===== config.mk =====
export PLATFORM = sky130hd
export DESIGN_NAME = seq_shifter
export DESIGN_NICKNAME = d
export VERILOG_FILES = /design/src/rtl/shift_pkg.sv /design/src/rtl/shift_step.sv /design/src/rtl/seq_shifter.sv
export SDC_FILE = /design/constraint.sdc
export NUM_CORES = 1
export LEC_CHECK = 0
export ABC_AREA = 1
export CAP_MARGIN = 0
export CELL_PAD_IN_SITES_DETAIL_PLACEMENT = 1
export CELL_PAD_IN_SITES_GLOBAL_PLACEMENT = 1
export CORE_MARGIN = 4
export CORE_UTILIZATION = 35
export CTS_BUF_LIST = sky130_fd_sc_hd__clkbuf_4
export DETAILED_ROUTE_END_ITERATION = 8
export MAX_ROUTING_LAYER = met4
export PLACE_DENSITY = 0.86
export SLEW_MARGIN = 15
export SYNTH_ARGS = -nofsm -noshare
export SYNTH_HDL_FRONTEND = slang
export SYNTH_SLANG_ARGS = --single-unit

===== constraint.sdc =====
create_clock -name clk -period 4.4 [get_ports clk]
set_clock_uncertainty 0.2 [all_clocks]
set_input_delay 0.88 -clock clk [delete_from_list [all_inputs] [get_ports clk]]
set_output_delay 0.88 -clock clk [all_outputs]
set_load 0.01 [all_outputs]

===== src/rtl/shift_pkg.sv =====
// Shared definitions for the sequential shifter: op encodings, FSM states and op legality.
package shift_pkg;

    typedef enum logic [2:0] {
        OpShl  = 3'd0,
        OpShr  = 3'd1,
        OpShra = 3'd2,
        OpRol  = 3'd3,
        OpRor  = 3'd4
    } op_e;

    typedef enum logic [1:0] {
        StIdle = 2'd0,
        StRun  = 2'd1,
        StFin  = 2'd2
    } state_e;

    function automatic logic is_illegal_op(input logic [2:0] op);
        return op > 3'd4;
    endfunction

endpackage


===== src/rtl/shift_step.sv =====
// One combinational shift/rotate of a value by a small count (at most STEP positions).
module shift_step
    import shift_pkg::*;
#(
    parameter int unsigned WIDTH = 32,
    parameter int unsigned CW    = 6
) (
    input  logic [WIDTH-1:0] value,
    input  logic [2:0]       op,
    input  logic [CW-1:0]    count,
    output logic [WIDTH-1:0] shifted
);

    logic [2*WIDTH-1:0] dbl;
    logic [2*WIDTH-1:0] rol_v;
    logic [2*WIDTH-1:0] ror_v;

    // Rotates use a doubled copy so the wrapped-out bits reappear in the kept half.
    always_comb begin
        dbl   = {value, value};
        rol_v = dbl << count;
        ror_v = dbl >> count;
        shifted = value;
        case (op)
            OpShl:   shifted = value << count;
            OpShr:   shifted = value >> count;
            OpShra:  shifted = $unsigned($signed(value) >>> count);
            OpRol:   shifted = rol_v[2*WIDTH-1:WIDTH];
            OpRor:   shifted = ror_v[WIDTH-1:0];
            default: shifted = value;
        endcase
    end

endmodule


===== src/rtl/seq_shifter.sv =====
// Multi-cycle shifter/rotator: captures a request, shifts up to STEP bits per clock,
// then pulses done for one cycle.
module seq_shifter
    import shift_pkg::*;
#(
    parameter int unsigned WIDTH = 32,
    parameter int unsigned STEP  = 1
) (
    input  logic             clk,
    input  logic             clr,
    input  logic             start,
    input  logic [2:0]       op,
    input  logic [WIDTH-1:0] operand,
    input  logic [WIDTH-1:0] amount,
    output logic [WIDTH-1:0] result,
    output logic             busy,
    output logic             done,
    output logic             err
);

    localparam int unsigned LOG_W  = $clog2(WIDTH);
    localparam int unsigned CNT_W  = LOG_W + 1;
    localparam int unsigned STEP_W = $clog2(STEP + 1);
    localparam logic [WIDTH-1:0] WIDTH_V = WIDTH;

    state_e             state_q, state_d;
    logic [2:0]         op_q, op_d;
    logic [CNT_W-1:0]   rem_q, rem_d;
    logic [WIDTH-1:0]   result_q, result_d;
    logic               err_q, err_d;

    logic [CNT_W-1:0]   k;
    logic [STEP_W-1:0]  step_cnt;
    logic [WIDTH-1:0]   stepped;
    logic               illegal;

    // Effective count: shifts saturate at WIDTH, rotates wrap modulo WIDTH.
    always_comb begin
        illegal = is_illegal_op(op);
        if (op == OpRol || op == OpRor) begin
            k = {1'b0, amount[LOG_W-1:0]};
        end else if (amount >= WIDTH_V) begin
            k = CNT_W'(WIDTH);
        end else begin
            k = amount[CNT_W-1:0];
        end
    end

    always_comb begin
        if (rem_q >= CNT_W'(STEP)) begin
            step_cnt = STEP_W'(STEP);
        end else begin
            step_cnt = rem_q[STEP_W-1:0];
        end
    end

    shift_step #(
        .WIDTH (WIDTH),
        .CW    (STEP_W)
    ) u_step (
        .value   (result_q),
        .op      (op_q),
        .count   (step_cnt),
        .shifted (stepped)
    );

    always_comb begin
        state_d  = state_q;
        op_d     = op_q;
        rem_d    = rem_q;
        result_d = result_q;
        err_d    = err_q;
        case (state_q)
            StIdle: begin
                if (start) begin
                    op_d     = op;
                    result_d = operand;
                    err_d    = illegal;
                    if (illegal) begin
                        rem_d   = '0;
                        state_d = StFin;
                    end else begin
                        rem_d   = k;
                        state_d = (k == '0) ? StFin : StRun;
                    end
                end
            end
            StRun: begin
                result_d = stepped;
                rem_d    = rem_q - CNT_W'(step_cnt);
                if (rem_q <= CNT_W'(STEP)) begin
                    state_d = StFin;
                end
            end
            StFin: begin
                state_d = StIdle;
            end
            default: begin
                state_d = StIdle;
            end
        endcase
    end

    always_ff @(posedge clk or posedge clr) begin
        if (clr) begin
            state_q  <= StIdle;
            op_q     <= '0;
            rem_q    <= '0;
            result_q <= '0;
            err_q    <= 1'b0;
        end else begin
            state_q  <= state_d;
            op_q     <= op_d;
            rem_q    <= rem_d;
            result_q <= result_d;
            err_q    <= err_d;
        end
    end

    assign result = result_q;
    assign busy   = (state_q != StIdle);
    assign done   = (state_q == StFin);
    assign err    = err_q;

endmodule


# [Word-level counts from Yosys, hierarchy flattened]
# Cells that the tools add are included.
[word_totals] in_bits=70 reg_bits=44 word_cells=50 out_inout_bits=35
[op_classes] reduce_logical=10 shift=5 add_sub_neg=1 n_eq_ne=11 muxes=14 order_cmp=4
[op_table] operator="$pmux 32 s5" count=1
[op_table] operator="$pmux 32 s2" count=1
[op_table] operator="$shl 64x1->64" count=1
[op_table] operator="$shr 64x1->32" count=1
[op_table] operator="$ge 32x6->1 const B" count=1
[op_table] operator="$mux 32" count=1
[op_table] operator="$shl 32x1->32" count=1
[op_table] operator="$shr 32x1->32" count=1
[op_table] operator="$sshr 32x1->32" count=1
[op_table] operator="$mux 6" count=4
[op_table] operator="$pmux 6 s2" count=1
[op_table] operator="$eq 3x2->1 const B" count=3
[op_table] operator="$mux 2" count=4
[op_table] operator="$eq 3x3->1 const B" count=2
[op_table] operator="$ge 6x1->1 const B" count=1
[op_table] operator="$le 6x1->1 const B" count=1
[op_table] operator="$logic_not 6->1" count=1
[op_table] operator="$ne 6x1->1 const B" count=1
[op_table] operator="$reduce_and 2->1" count=3
[op_table] operator="$sub 6x1->6" count=1
[op_table] operator="$ne 2x2->1 const B" count=2
[op_table] operator="$pmux 2 s2" count=1
[op_table] operator="$reduce_bool 2->1" count=2
[op_table] operator="$eq 3x1->1 const B" count=1
[op_table] operator="other kinds (8)" count=8

# [Logic depth before layout (Yosys ltp)]
[logic_depth] depth_word=8 depth_mapped=13 mapped_depth_nobuf=13

# [By module]
# From an unflattened synthesis, not the netlist that was laid out.
[unflattened] hier_cells=745 hier_area_um2=4221.5
[by_module_without_submodules] module="seq_shifter" area_each_um2=2418.6 instances=1 cells_each=320 seq_area_each_um2=1101.1
[by_module_without_submodules] module="shift_step" area_each_um2=1803.0 instances=1 cells_each=425 seq_area_each_um2=0.0

# [Least setup slack after synthesis]
# Ideal clock, no wire load.
[synth_path] kind="input-to-reg" start="input op[1]" end="register state_q[1]" arrival_time_ns=1.692 path_buffers=0 slack_ns=2.395 stages=11 setup_ns=0.113 required_time_ns=4.087 path_cell_list="inv_1 > a21oi_1 > inv_1 > nand2_1 > nand2_1 > inv_1 > nor2_1 > nand2_1 > nand3_1 > nand2_1 > inv_1"
[synth_between] elab_chain_cells=8 elab_cells_between_ends=10 classes_between="order compare (1); eq/ne (2); mux (5); reduce/logical (2)"
[synth_rtl] item="from (decl)" line_no="seq_shifter.sv:12" rtl="input logic [2:0] op,"
[synth_rtl] item="$eq 3x2->1 or $eq 3x3->1 (tied branches)" line_no="seq_shifter.sv:40" rtl="if (op == OpRol || op == OpRor) begin"
[synth_rtl] item="$logic_or 1x1->1" line_no="seq_shifter.sv:40"
[synth_rtl] item="$mux 6" line_no="seq_shifter.sv:40"
[synth_rtl] item="$logic_not 6->1" line_no="seq_shifter.sv:84" rtl="state_d = (k == '0) ? StFin : StRun;"
[synth_rtl] item="$mux 2" line_no="seq_shifter.sv:84"
[synth_rtl] item="$mux 2 (*)" line_no="seq_shifter.sv:79" rtl="if (illegal) begin"
[synth_rtl] item="$mux 2 (*)" line_no="seq_shifter.sv:75" rtl="if (start) begin"
[synth_rtl] item="$pmux 2 s2 (*)" line_no="seq_shifter.sv:73" rtl="case (state_q)"
[synth_rtl] item="to (signal assigned)" line_no="seq_shifter.sv:106" rtl="state_q <= StIdle;"
[synth_rtl] item="to (signal assigned)" line_no="seq_shifter.sv:112" rtl="state_q <= state_d;"
[synth_rtl] item="to (decl)" line_no="seq_shifter.sv:26" rtl="state_e state_q, state_d;"
# Mark *: on every way between the ends. The rest lies on a longest branch, timed or not. The select of a mux whose other input is x is not followed.
# A chain may end at the register's enable or synchronous reset.

# [Final worst setup path]
[layout_path] start="register rem_q[2]" end="register result_q[0], in the netlist result[0]"
[layout_between] elab_chain_cells=5 elab_cells_between_ends=9 classes_between="order compare (1); shift (5); mux (3)"
[layout_rtl] item="from (decl)" line_no="seq_shifter.sv:28" rtl="logic [CNT_W-1:0] rem_q, rem_d;"
[layout_rtl] item="from (signal assigned)" line_no="seq_shifter.sv:114" rtl="rem_q <= rem_d;"
[layout_rtl] item="$ge 6x1->1 (*)" line_no="seq_shifter.sv:50" rtl="if (rem_q >= CNT_W'(STEP)) begin"
[layout_rtl] item="$mux 1 (*)" line_no="seq_shifter.sv:50"
[layout_rtl] item="$shr 64x1->32 (tied with other cells)" line_no="shift_step.sv:22" rtl="ror_v = dbl >> count;"
[layout_rtl] item="$pmux 32 s5 (*)" line_no="shift_step.sv:24" rtl="case (op)"
[layout_rtl] item="$pmux 32 s2 (*)" line_no="seq_shifter.sv:73"
[layout_rtl] item="to (signal assigned)" line_no="seq_shifter.sv:115" rtl="result_q <= result_d;"
[layout_rtl] item="to (decl)" line_no="seq_shifter.sv:29" rtl="logic [WIDTH-1:0] result_q, result_d;"
# Mark *: on every way between the ends. The rest lies on a longest branch, timed or not.

==> run summary <==
Outcome = finished clean
Startpoint of the worst setup timing path = rem_q[2]
Global-route met3 utilization = 3.03%
Final Hold Violating Endpoints = 0
Maximum single-stage delay on the critical path = 0.59 ns
Post-layout utilization of the core = 49.9%
Clock tree from TritonCTS = yes
Netlist area before placement = 3050 um2
Total clock buffers created by CTS = 5
Vias in the first global route = 3542
Number of rows in the core area = 33
Placer Congestion = 0.858
Cell internal pwr = 1500 uW
Crit path required time = 4.51 ns
Part of the power in combinational logic = 67.7%
Top fanout value on the critical path = 21
Area grow syn2layout = 36.3%
Sinks on the clock net = 44
Sum Neg Setup Slack = 0 ns
First-pass iteration count of the detailed router = 4
Die ar. = 10300 um2
Post-place instance area = 4110 um2
Cells taking the most area after synthesis = sky130_fd_sc_hd__dfrtp_1, sky130_fd_sc_hd__nand2_1, sky130_fd_sc_hd__a21oi_1
Startpoint of the most critical hold path = rem_q[4]
Leakage component of the power = 0.00190 uW
Number of antenna violations at the first check in global routing = 0
Syn Area/Cell = 6.65 um2
Overall die width = 101 um
Post-CTS setup-driven buffer insertion count = 0
Proportion of register bits with asynchronous set or reset after synthesis = 100%
Crit path arrival time = 2.86 ns
Ant diodes = 0
Max Clock Freq = 364 MHz
Syn nets = 530
Resized cells post-CTS = 0
DRT antenna net count = 0
Final layout net count = 619
Yosys warns = 0
Floorplan Core Area = 8340 um2
Slew headroom = 33.8%
Gate family responsible for the most delay along the worst path = simple AND/OR/NAND/NOR gates
Max-cap violation count = 0
H-tree depth = 2
Number of remaining DRC errors = 0
Average detailed-routed wire length per instance = 15.2 um
Slowest cell on the critical path = sky130_fd_sc_hd__nor2_4
Worst Hold Depth = 2
Die boundary height = 101 um
Worst hold path endpoint = rem_q[4]
Seq cells post-synth = 44
Number of pins exceeding their max-slew limit in the final report = 0
Share of total power consumed by net switching = 50.7%
Type of the worst min-delay path = reg -> reg
Worst-case hold slack = 0.342 ns
R2R depth = 7
Master cell of the clock root buffer = sky130_fd_sc_hd__clkbuf_4
GR Layer Usage met2 = 35.5%
Buffers from clock root to sink, at most = 2
Count of hold buffers inserted by post-cts repair = 0
GRT met1 Usage = 24.6%
Internal reg-to-reg setup slack = 1.65 ns
Ports placed on the boundary = 105
RR Endpoint = result[0]
Layout cell share with drive strength beyond 1 = 6.38%
Cell count after synthesis = 459
Final std cell area, no fill = 4160 um2
DP Cell Count = 646
Number of distinct library cells after synthesis = 34
Proportion of power drawn by flip-flops and latches = 25.5%
Type of the setup path with the least slack = reg -> reg
Worst-case vdd ir drop = 279 uV
Routed via count divided by cell count = 5.21
Most used routing layer = met2
Sequential-to-total area share from yosys stat = 36.1%
RSZ-0062 raised after global routing = no
CP Cell Sequence = nor2_2 -> nand4_2 -> nor2_4 -> inv_2 -> o31ai_2 -> nand2_1 -> o21ai_1
Final period utilization = 62.5%
Placed wire-length estimate after detailed placement = 7.31 mm
Number of enable flip-flop cells after synthesis = 0
Kind of launch point of the worst setup path = flop
Total Routing Usage GR = 20.3%
Power per cell area = 732 nW/um2
Maximum number of pins on one net before global-route repair = 64
First DRT Iteration DRCs = 150
Remaining global-route overflow = 0
Bufs and invs on worst path = 1
Cell accounting for the most synthesized area = sky130_fd_sc_hd__dfrtp_1
Clk_lat worst skew = 0.36 ns
Register clock-pin slew on the reported worst setup and hold paths = 0.14 ns
Psw = 1550 uW
Initial cell density of the core = 36.6%
Count of placed standard cells in the final layout, fillers left out = 654
Endpoint class of the critical path = flop
Startpoint of the lowest-slack register-to-register path = rem_q[2]
Slew of the pin with the lowest slew margin = 0.992 ns
Shortest clock period the worst path allows after layout = 2.75 ns
First-pass GRT wire length = 16.5 mm
Number of failing setup endpoints in the final timing report = 0
Number of buffers added on ports = 104
Vias = 3407
Post-Route WL = 9.91 mm
Most common flop cell mapped by yosys = sky130_fd_sc_hd__dfrtp_1
Part of the power in the clock network = 6.8%
Fraction of synthesized cell area taken by the top area cell type = 36.1%
## kinds of logic (layout without fill, tap and decap cells)
family / Yosys count / after routing / share of synthesized area (%)
and+or+nand+nor: 210 / 210 / 30.1
AOI/OAI and AO/OA: 119 / 119 / 21.4
DFF: 44 / 44 / 36.1
adders and majority gates: 1 / 1 / 0.410
buffers and inverters: 85 / 175 / 12.0
## cells in the mapped netlist (4+ instances only)
library cell / instances
sky130_fd_sc_hd__o2111ai_1: 9
sky130_fd_sc_hd__or2_1: 6
sky130_fd_sc_hd__a21oi_1: 54
sky130_fd_sc_hd__nand2_1: 127
sky130_fd_sc_hd__buf_1: 4
sky130_fd_sc_hd__o21ai_0: 24
sky130_fd_sc_hd__inv_2: 6
sky130_fd_sc_hd__inv_1: 54
sky130_fd_sc_hd__nor2_1: 23
sky130_fd_sc_hd__nand3_1: 34
sky130_fd_sc_hd__buf_4: 4
sky130_fd_sc_hd__or2_2: 8
sky130_fd_sc_hd__buf_2: 12
sky130_fd_sc_hd__o21ai_1: 25
sky130_fd_sc_hd__dfrtp_1: 44
## registers in the layout, indices dropped and copies added, names as in the netlist
register  count
err           1
result       32
state_q       2
rem_q         6
op_q          3
## power by group through the flow
stage / Combinational, uW / Clock [uW] / Sequential (uW)
floorplan: 1370 / 0 / 813
global placement: 2000 / 0 / 775
detailed placement: 2070 / 0 / 787
CTS: 2080 / 218 / 778
global route: 2330 / 238 / 806
finish: 2060 / 207 / 777
## area by class of cell
cell class,count,area (um2)
repair buffers,106,1060
clock inverters,3,18.8
inverters,61,231
flip-flops and latches,44,1100
well taps,105,131
fillers,1125,4180
clock buffers,5,37.5
multi-input cells,330,1590
## worst reg2reg max path, stage by stage (launching register included)
cell	delay, ns
sky130_fd_sc_hd__dfrtp_1	0.49
sky130_fd_sc_hd__nor2_2	0.16
sky130_fd_sc_hd__nand4_2	0.53
sky130_fd_sc_hd__nor2_4	0.59
sky130_fd_sc_hd__inv_2	0.27
sky130_fd_sc_hd__o31ai_2	0.29
sky130_fd_sc_hd__nand2_1	0.09
sky130_fd_sc_hd__o21ai_1	0.08
## metrics by stage
step                power [uW]  worst slack, ns
global placement          2770             1.60
CTS                       3080             1.63
global route              3370             1.37
finish                    3050             1.65
floorplan                 2180             2.29
detailed placement        2860             1.53
## cell usage in the layout, fill, tap and decap left out, drive strengths merged, types with 2 or more instances in the layout
master	instances
clkdlybuf4s50	104
nor2	26
dfrtp	44
or2	14
clkinv	3
nand3	35
a21oi	54
nor3	2
o221ai	2
o21ai	49
o31ai	2
o2111ai	9
inv	61
buf	2
nand2	130
clkbuf	5
## per-layer routing
metal	part of all wire, %	wire length, um
met5	0	0
met2	52	5170
met3	4.6	453
met4	1.2	117
met1	42	4170
## worst max-delay path by stage
stage / slack [ns] / end / cells after the start
2_1_floorplan: 2.29 / err / 1
3_3_place_gp: 1.60 / result[4] / 9
3_5_place_dp: 1.53 / result[25] / 9
4_1_cts: 1.63 / result[0] / 7
5_1_grt: 1.37 / result[0] / 7
6_report: 1.65 / result[0] / 7
Power figures use the tool's default switching activity.
==> RTL change, RTL diff (same flow settings) <==
`WIDTH` is set to 32 in 2 places; all go to 64.
--- a/src/rtl/shift_step.sv
+++ b/src/rtl/shift_step.sv
@@ -2,7 +2,7 @@
 module shift_step
     import shift_pkg::*;
 #(
-    parameter int unsigned WIDTH = 32,
+    parameter int unsigned WIDTH = 64,
     parameter int unsigned CW    = 6
 ) (
     input  logic [WIDTH-1:0] value,
--- a/src/rtl/seq_shifter.sv
+++ b/src/rtl/seq_shifter.sv
@@ -3,7 +3,7 @@
 module seq_shifter
     import shift_pkg::*;
 #(
-    parameter int unsigned WIDTH = 32,
+    parameter int unsigned WIDTH = 64,
     parameter int unsigned STEP  = 1
 ) (
     input  logic             clk,
Interface: changed (resized amount, operand and result); port bits go from 105 to 201. The function was not compared with the original's and may differ.
==> RTL change against the unedited design <==
Worst hold slack improved by 0.0060 ns. Final area rose by 85%. Combinational power increased by 110%. Sequential cell count grew 33. Sequential power is 84% higher. Synthesized area grew 78%. Sequential share of layout area fell by 1.5 points. Worst setup slack worse by 0.11 ns. Routed wire length increased by 96%. Power increased by 100%. Largest power group unchanged.
==> RTL change: results <==
metrics = {
    "status": {
        "status": "finished, final reports clean",
    },
    "critical_path": {
        "reg2reg_from": "state_q[1]$_DFFE_PP0P_",
        "cp_top_family": "buffers and inverters",
        "cp_max_fo": 42,
        "r2r_end": "result[43]$_DFFE_PP0P_",
        "slowest_delay_ns": 0.50,
    },
    "synthesis": {
        "synth_cells": 805,
        "synth_commonest_cells": "nand2_1 (272), inv_1 (81), dfrtp_1 (77)",
        "synth.distinct_cells": 32,
        "seq_area_frac_synth": 0.354,
        "syn-num-nets": 940,
    },
    "power_and_ir_drop": {
        "leakagePower_nw": 3.61,
        "ir_worst_vdd_v": 0.000399,
    },
    "final_layout": {
        "drive_gt1_frac": 0.0430,
        "largest_reg_flops": 64,
        "fin_util": 0.507,
    },
    "route": {
        "drt_pass1_iterations": 5,
        "avgRoutedWirePerCell_um": 16.6,
        "vias_per_cell": 5.29,
        "first_iter_violations": 346,
    },
    "grt": {
        "grt_max_degree": 78,
        "grt_pass1_wl_mm": 31.9,
        "grt_util_all_layers": 0.226,
        "antenna_found_initial": 1,
        "grt_pass1_vias": 6408,
    },
    "hold_path": {
        "hold_start": "op_q[1]$_DFFE_PP0P_",
        "whs_endpoint": "op_q[1]$_DFFE_PP0P_",
    },
    "clocking": {
        "clk_latency_ns": 0.49,
        "cts.htree.levels": 3,
    },
    "sta": {
        "worst_pin_slew_ns": 1.06,
        "hold_slack_ns": 0.348,
    },
    "placement": {
        "port-buffer-count": 200,
        "dp_cells": 1149,
    },
}
## RTL change: changes by cell type after synthesis, moves of 8 or more
cell | unedited run | this run
a21oi_1 | 54 | 70
a22oi_1 | 1 | 58
clkbuf_1 | 2 | 23
dfrtp_1 | 44 | 77
inv_1 | 54 | 81
nand2_1 | 127 | 272
nand3_1 | 34 | 18
nor2_1 | 23 | 64
o211ai_1 | 1 | 62
o21ai_0 | 24 | 16
o21ai_1 | 25 | 2
or2_2 | 8 | 0
## RTL change: routing by layer
metal  vias up  global-route usage  routed length (um)
met4         0              0.0774                 495
met3        35              0.0392                 902
met1      2930               0.285                8750
li1       3025                   -                   -
met2       177               0.366                9260
met5         -                   -                   0
## RTL change: worst max-delay path by stage
| stage | slack, ns | from | cells after the start | to |
|---|---|---|---|---|
| 2_1_floorplan | 1.35 | clr | 1 | err$_DFFE_PP0P_ |
| 3_3_place_gp | 1.19 | start | 9 | result[6]$_DFFE_PP0P_ |
| 3_5_place_dp | 1.03 | start | 9 | result[4]$_DFFE_PP0P_ |
| 4_1_cts | 1.54 | start | 9 | result[43]$_DFFE_PP0P_ |
| 5_1_grt | 1.40 | start | 9 | result[4]$_DFFE_PP0P_ |
| 6_report | 1.54 | start | 9 | result[43]$_DFFE_PP0P_ |
## RTL change: worst min-delay path, cell delays in order (launching register included)
cell and delay, ns:
dfrtp_1 0.40, nand2_1 0.06, o21ai_0 0.06
## RTL change: layout make-up
cell class                      instances  area share
Clock inverter                          5      0.0128
Tap cell                              188      0.0305
Inverter                               88      0.0437
Timing Repair Buffer                  210       0.274
Clock buffer                           11      0.0107
Multi-Input combinational cell        586       0.377
Sequential cell                        77       0.250
Antenna cell                            1    0.000325
## RTL change: power by group
part	internal [mW]	switching, mW	total [mW]	leakage, nW
clock network	0.298	0.281	0.579	0.0985
logic	1.73	2.50	4.23	2.63
registers	1.09	0.344	1.43	0.875
total	3.12	3.12	6.24	3.61
## RTL change: cells by family after synthesis
group	after synthesis	synth area share
AND/OR/NAND/NOR	368	0.271
adder cells (fa/ha/maj)	1	0.00230
buffers and inverters	142	0.112
AO/OA/AOI/OAI	217	0.261
flip-flops	77	0.354
